### src/rtl/dmem_arbiter.sv
// rtl/dmem_arbiter.sv - two-port data_memory arbiter/sequencer; define DMEM_ARB_FIXED_PRIO_EN for fixed port-0 priority
module dmem_arbiter #(
    parameter int ADDR_W    = 32,
    parameter int DATA_W    = 32,
    parameter int MEM_WORDS = 256
) (
    input  logic              clk,
    input  logic              reset,
    input  logic              req0,
    input  logic              we0,
    input  logic [ADDR_W-1:0] addr0,
    input  logic [DATA_W-1:0] wdata0,
    input  logic              req1,
    input  logic              we1,
    input  logic [ADDR_W-1:0] addr1,
    input  logic [DATA_W-1:0] wdata1,
    output logic              gnt0,
    output logic              gnt1,
    output logic              done0,
    output logic              done1,
    output logic              err0,
    output logic              err1,
    output logic [DATA_W-1:0] rdata,
    output logic              busy,
    output logic [ADDR_W-1:0] mem_address,
    output logic [DATA_W-1:0] mem_write_data,
    output logic              mem_memread,
    output logic              mem_memwrite,
    input  logic [DATA_W-1:0] mem_read_data
);

    typedef enum logic [1:0] {
        IDLE   = 2'd0,
        ACCESS = 2'd1,
        RESP   = 2'd2
    } state_t;

    // One extra bit so MEM_WORDS itself is representable when ADDR_W is small
    localparam logic [ADDR_W:0] ADDR_LIMIT = (ADDR_W+1)'(MEM_WORDS);

    state_t            state;
    logic              sel;        // port that owns the current transaction
    logic              cur_we;
    logic              cur_oor;

    logic              grant_any;
    logic              grant_port;
    logic              sel_we;
    logic              sel_oor;
    logic [ADDR_W-1:0] sel_addr;
    logic [DATA_W-1:0] sel_wdata;

`ifndef DMEM_ARB_FIXED_PRIO_EN
    logic              last_served;
`endif

    // Pick the winning port and mux its request fields
    always_comb begin
        grant_any = req0 | req1;
        if (req0 && req1) begin
`ifdef DMEM_ARB_FIXED_PRIO_EN
            grant_port = 1'b0;
`else
            grant_port = ~last_served;
`endif
        end else begin
            grant_port = req1;
        end
        sel_we    = grant_port ? we1    : we0;
        sel_addr  = grant_port ? addr1  : addr0;
        sel_wdata = grant_port ? wdata1 : wdata0;
        sel_oor   = ({1'b0, sel_addr} >= ADDR_LIMIT);
    end

    // Transaction sequencer: IDLE -> ACCESS (strobes) -> RESP (done) -> IDLE
    always_ff @(posedge clk) begin
        if (reset) begin
            state          <= IDLE;
            sel            <= 1'b0;
            cur_we         <= 1'b0;
            cur_oor        <= 1'b0;
            gnt0           <= 1'b0;
            gnt1           <= 1'b0;
            done0          <= 1'b0;
            done1          <= 1'b0;
            err0           <= 1'b0;
            err1           <= 1'b0;
            busy           <= 1'b0;
            rdata          <= '0;
            mem_address    <= '0;
            mem_write_data <= '0;
            mem_memread    <= 1'b0;
            mem_memwrite   <= 1'b0;
`ifndef DMEM_ARB_FIXED_PRIO_EN
            last_served    <= 1'b1;
`endif
        end else begin
            case (state)
                IDLE: begin
                    done0 <= 1'b0;
                    done1 <= 1'b0;
                    err0  <= 1'b0;
                    err1  <= 1'b0;
                    rdata <= '0;
                    if (grant_any) begin
                        state          <= ACCESS;
                        sel            <= grant_port;
                        gnt0           <= ~grant_port;
                        gnt1           <= grant_port;
                        busy           <= 1'b1;
                        mem_address    <= sel_addr;
                        mem_write_data <= sel_wdata;
                        cur_we         <= sel_we;
                        cur_oor        <= sel_oor;
                        // Out-of-range accesses keep both strobes low
                        mem_memread    <= ~sel_we & ~sel_oor;
                        mem_memwrite   <= sel_we & ~sel_oor;
`ifndef DMEM_ARB_FIXED_PRIO_EN
                        last_served    <= grant_port;
`endif
                    end
                end
                ACCESS: begin
                    state        <= RESP;
                    mem_memread  <= 1'b0;
                    mem_memwrite <= 1'b0;
                    done0        <= ~sel;
                    done1        <= sel;
                    err0         <= ~sel & cur_oor;
                    err1         <= sel & cur_oor;
                    rdata        <= (!cur_we && !cur_oor) ? mem_read_data : '0;
                end
                RESP: begin
                    state <= IDLE;
                    gnt0  <= 1'b0;
                    gnt1  <= 1'b0;
                    busy  <= 1'b0;
                    done0 <= 1'b0;
                    done1 <= 1'b0;
                    err0  <= 1'b0;
                    err1  <= 1'b0;
                    rdata <= '0;
                end
                default: begin
                    state <= IDLE;
                end
            endcase
        end
    end

endmodule

### config.mk
export PLATFORM = sky130hd
export DESIGN_NAME = dmem_arbiter
export DESIGN_NICKNAME = d
export VERILOG_FILES = /design/src/rtl/dmem_arbiter.sv
export SDC_FILE = /design/constraint.sdc
export NUM_CORES = 1
export LEC_CHECK = 0
export BUFFER_PORTS_ARGS = -buffer_cell sky130_fd_sc_hd__buf_2
export CAP_MARGIN = 30
export CELL_PAD_IN_SITES_DETAIL_PLACEMENT = 0
export CELL_PAD_IN_SITES_GLOBAL_PLACEMENT = 2
export CORE_UTILIZATION = 24
export CTS_BUF_LIST = sky130_fd_sc_hd__clkbuf_16
export CTS_CLUSTER_SIZE = 28
export DETAILED_ROUTE_END_ITERATION = 8
export PLACE_DENSITY = 0.75
export SYNTH_ARGS = -nofsm -noshare
export SYNTH_HDL_FRONTEND = slang
export SYNTH_SLANG_ARGS = --single-unit
### constraint.sdc
create_clock -name clk -period 1.63 [get_ports clk]
set_input_delay 0.0815 -clock clk [delete_from_list [all_inputs] [get_ports clk]]
set_output_delay 0.0815 -clock clk [all_outputs]
set_load 0.03 [all_outputs]
==> impl_metrics.json <==
{
  "antenna_found_initial": 2,
  "start_util_pct": 24.7,
  "cts.sinks": 111,
  "crit_fanout": 46,
  "worstHoldPathType": "in -> reg",
  "final_nets": 922,
  "grt_usage_pct": 14.5,
  "netlist_area_um2": 4670,
  "synth_most_common_cell": "dfxtp_1",
  "clk_latency_ns": 0.36,
  "port_buffers": 270,
  "syn_nets": 637,
  "synth.area.top_cells": "dfxtp_1 48%, mux2i_1 14%, nor2_1 8.6%",
  "die_area_um2": 20000,
  "cts_made_buffers": 9,
  "crit_type": "reg -> reg",
  "synthArstFlopShare_pct": 0,
  "syn_inst": 471,
  "clockBufferDepth": 2,
  "antenna_left": 0,
  "post-dp-hpwl_mm": 11.1,
  "ios": 271,
  "fp.coreArea_um2": 18900,
  "drt_iter0_markers": 146,
  "run_status": "completed",
  "yosys_most_used_dff": "dfxtp_1",
  "drv_slew": 0,
  "route.detailed.drc": 0,
  "max-cap-violations": 0,
  "ys_ff_latch": 111,
  "synth_warnings": 0,
  "synth_top_cell_by_area": "dfxtp_1",
  "dr_total_vias": 4559,
  "grt_setup_unrepaired": "no",
  "yosysUniqueCellTypes": 31,
  "max-vdd-ir-drop_mv": 0.504,
  "post-route-period-util_pct": 89.6,
  "first_pass_iters": 5,
  "holdBufCountCts": 31,
  "setup-tns-final_ns": 0,
  "die_x_um": 142,
  "yosys-top-cells-count": "111 x dfxtp_1, 107 x nor2_1, 66 x mux2i_1",
  "synth_edf_count": 0,
  "place_congestion": 0.813,
  "area_growth_syn_to_layout_pct": 49.4,
  "p_leak_nw": 3.20,
  "tritoncts": "built",
  "required_ns": 1.89,
  "grt_max_degree": 47,
  "crit_path_end_kind": "register",
  "worst_pin_slew_ns": 0.578,
  "grt-busiest-layer": "met2",
  "setup_viol": 0,
  "ctsResizeCount": 0,
  "postCtsSetupRepairBufs": 0,
  "drive_above_1_share_pct": 42.4,
  "syn_area_per_cell_um2": 9.92,
  "root_buffer": "clkbuf_16",
  "cp-start-kind": "register",
  "critPathArrivalTime_ns": 1.72,
  "final-hold-violation-count": 0,
  "gr-usage-met2_pct": 24.9,
  "grt_pass1_wl_mm": 22.6,
  "wl_per_cell_um": 14.5,
  "use_met3_pct": 4.29,
  "grt_pass1_vias": 4422,
  "cts_htree_levels": 3,
  "totalWireLength_mm": 14.9,
  "relSlewSlack_pct": 61.5,
  "place_ws_ns": 0.165,
  "fin_area_um2": 6980,
  "clkSlewWorstSetupHoldPaths_ns": 0.08,
  "powerDensity_nw_per_um2": 1050,
  "synth_top_area_share_pct": 47.6,
  "skew_ns": 0.0133,
  "ys_seq_area_share_pct": 47.6,
  "place_area_um2": 6340,
  "grt_use_met1_pct": 16.5,
  "fmax_mhz": 685,
  "avgViaCountPerCell": 4.46,
  "fin_crit_ns": 1.46,
  "rows": 50,
  "nFillCells": 2005,
  "worst_slack_ns": 0.170,
  "grt_overflow": 0,
  "die_h_um": 142
}
-- layer usage --
metal | up-vias | wire [um] | part of all wire, %
li1 | 2282 | - | -
met1 | 2068 | 6210 | 42
met2 | 184 | 7130 | 48
met3 | 25 | 1030 | 6.9
met4 | 0 | 481 | 3.2
met5 | - | 0 | 0
-- path summary, 6_finish.rpt --
| kind | startpoint | endpoint | slack (ns) | cells after the start |
|---|---|---|---|---|
| max | state[0]$_SDFFE_PP0P_ | mem_write_data[3]$_SDFFE_PP0P_ | 0.17 | 5 |
| min | mem_read_data[27] | rdata[27]$_SDFFE_PP0P_ | 0.02 | 3 |
| max reg2reg | state[0]$_SDFFE_PP0P_ | mem_write_data[3]$_SDFFE_PP0P_ | 0.17 | 5 |
| min reg2reg | gnt1$_SDFFE_PP0P_ | gnt1$_SDFFE_PP0P_ | 0.47 | 2 |
-- final cells by class --
class                      count  area [um^2]  area share (%)
antenna                        2         5.00          0.0717
clock buffer                   9          225            3.23
clock inverter                 7         95.1            1.36
inverter                       1         3.75          0.0538
multi-input combinational    317         2210            31.7
sequential                   111         2220            31.8
tap                          260          325            4.66
timing repair buffer         316         1890            27.1
-- cell usage in the layout (no fill, tap or decap), types with 2 or more instances in the layout --
cell type and count:
dlygate4sd3_1 31, buf_2 269, clkbuf_16 9, nand2_1 6, a211oi_2 18, clkinvlp_4 2, a22oi_1 32, buf_4 7
buf_12 9, bufinv_16 2, a21oi_1 8, diode_2 2, nor3b_1 2, dfxtp_1 111, nor2_1 107, a211oi_1 47
mux2i_1 66, nand4_1 2, a21o_1 2, nor4_1 12, nand3b_1 2
-- worst max-delay path: stages (launching register included) --
cell	delay, ns
dfxtp_1	0.39
nor3_4	0.26
buf_12	0.17
buf_12	0.22
nor2_1	0.07
a211oi_1	0.22
-- registers in the layout, summed over array words and instances, names as in the netlist, 2 cells and up --
name,count
rdata,32
mem_address,32
state,2
mem_write_data,32
-- kinds of logic (layout without fill, tap and decap cells) --
family | after synthesis | count (layout) | synth area share [%]
AO/OA/AOI/OAI | 112 | 112 | 19.8
buffers and inverters | 43 | 333 | 5.22
other | 0 | 2 | 0
multiplexers | 66 | 66 | 14.1
flip-flops | 111 | 111 | 47.6
AND/OR/NAND/NOR | 139 | 139 | 13.3
-- where the power goes --
group	switching [mW]	internal, mW	total [mW]
Sequential	0.128	2.94	3.07
Clock	1.07	1.35	2.42
Combinational	1.12	0.723	1.84
Total	2.31	5.02	7.33
-- per-stage QoR --
step	cells	power [mW]	hold WS, ns	utilization, %
after floorplan	471	4.28	0.243	-
after global placement	974	4.91	0.329	33.6
after detailed placement	974	4.93	0.338	33.6
after CTS	1021	7.47	0.00568	36.9
after global routing	1023	7.72	0.00525	36.9
final	1023	7.33	0.0173	36.9
No activity file was read; power rests on OpenSTA's default activity.
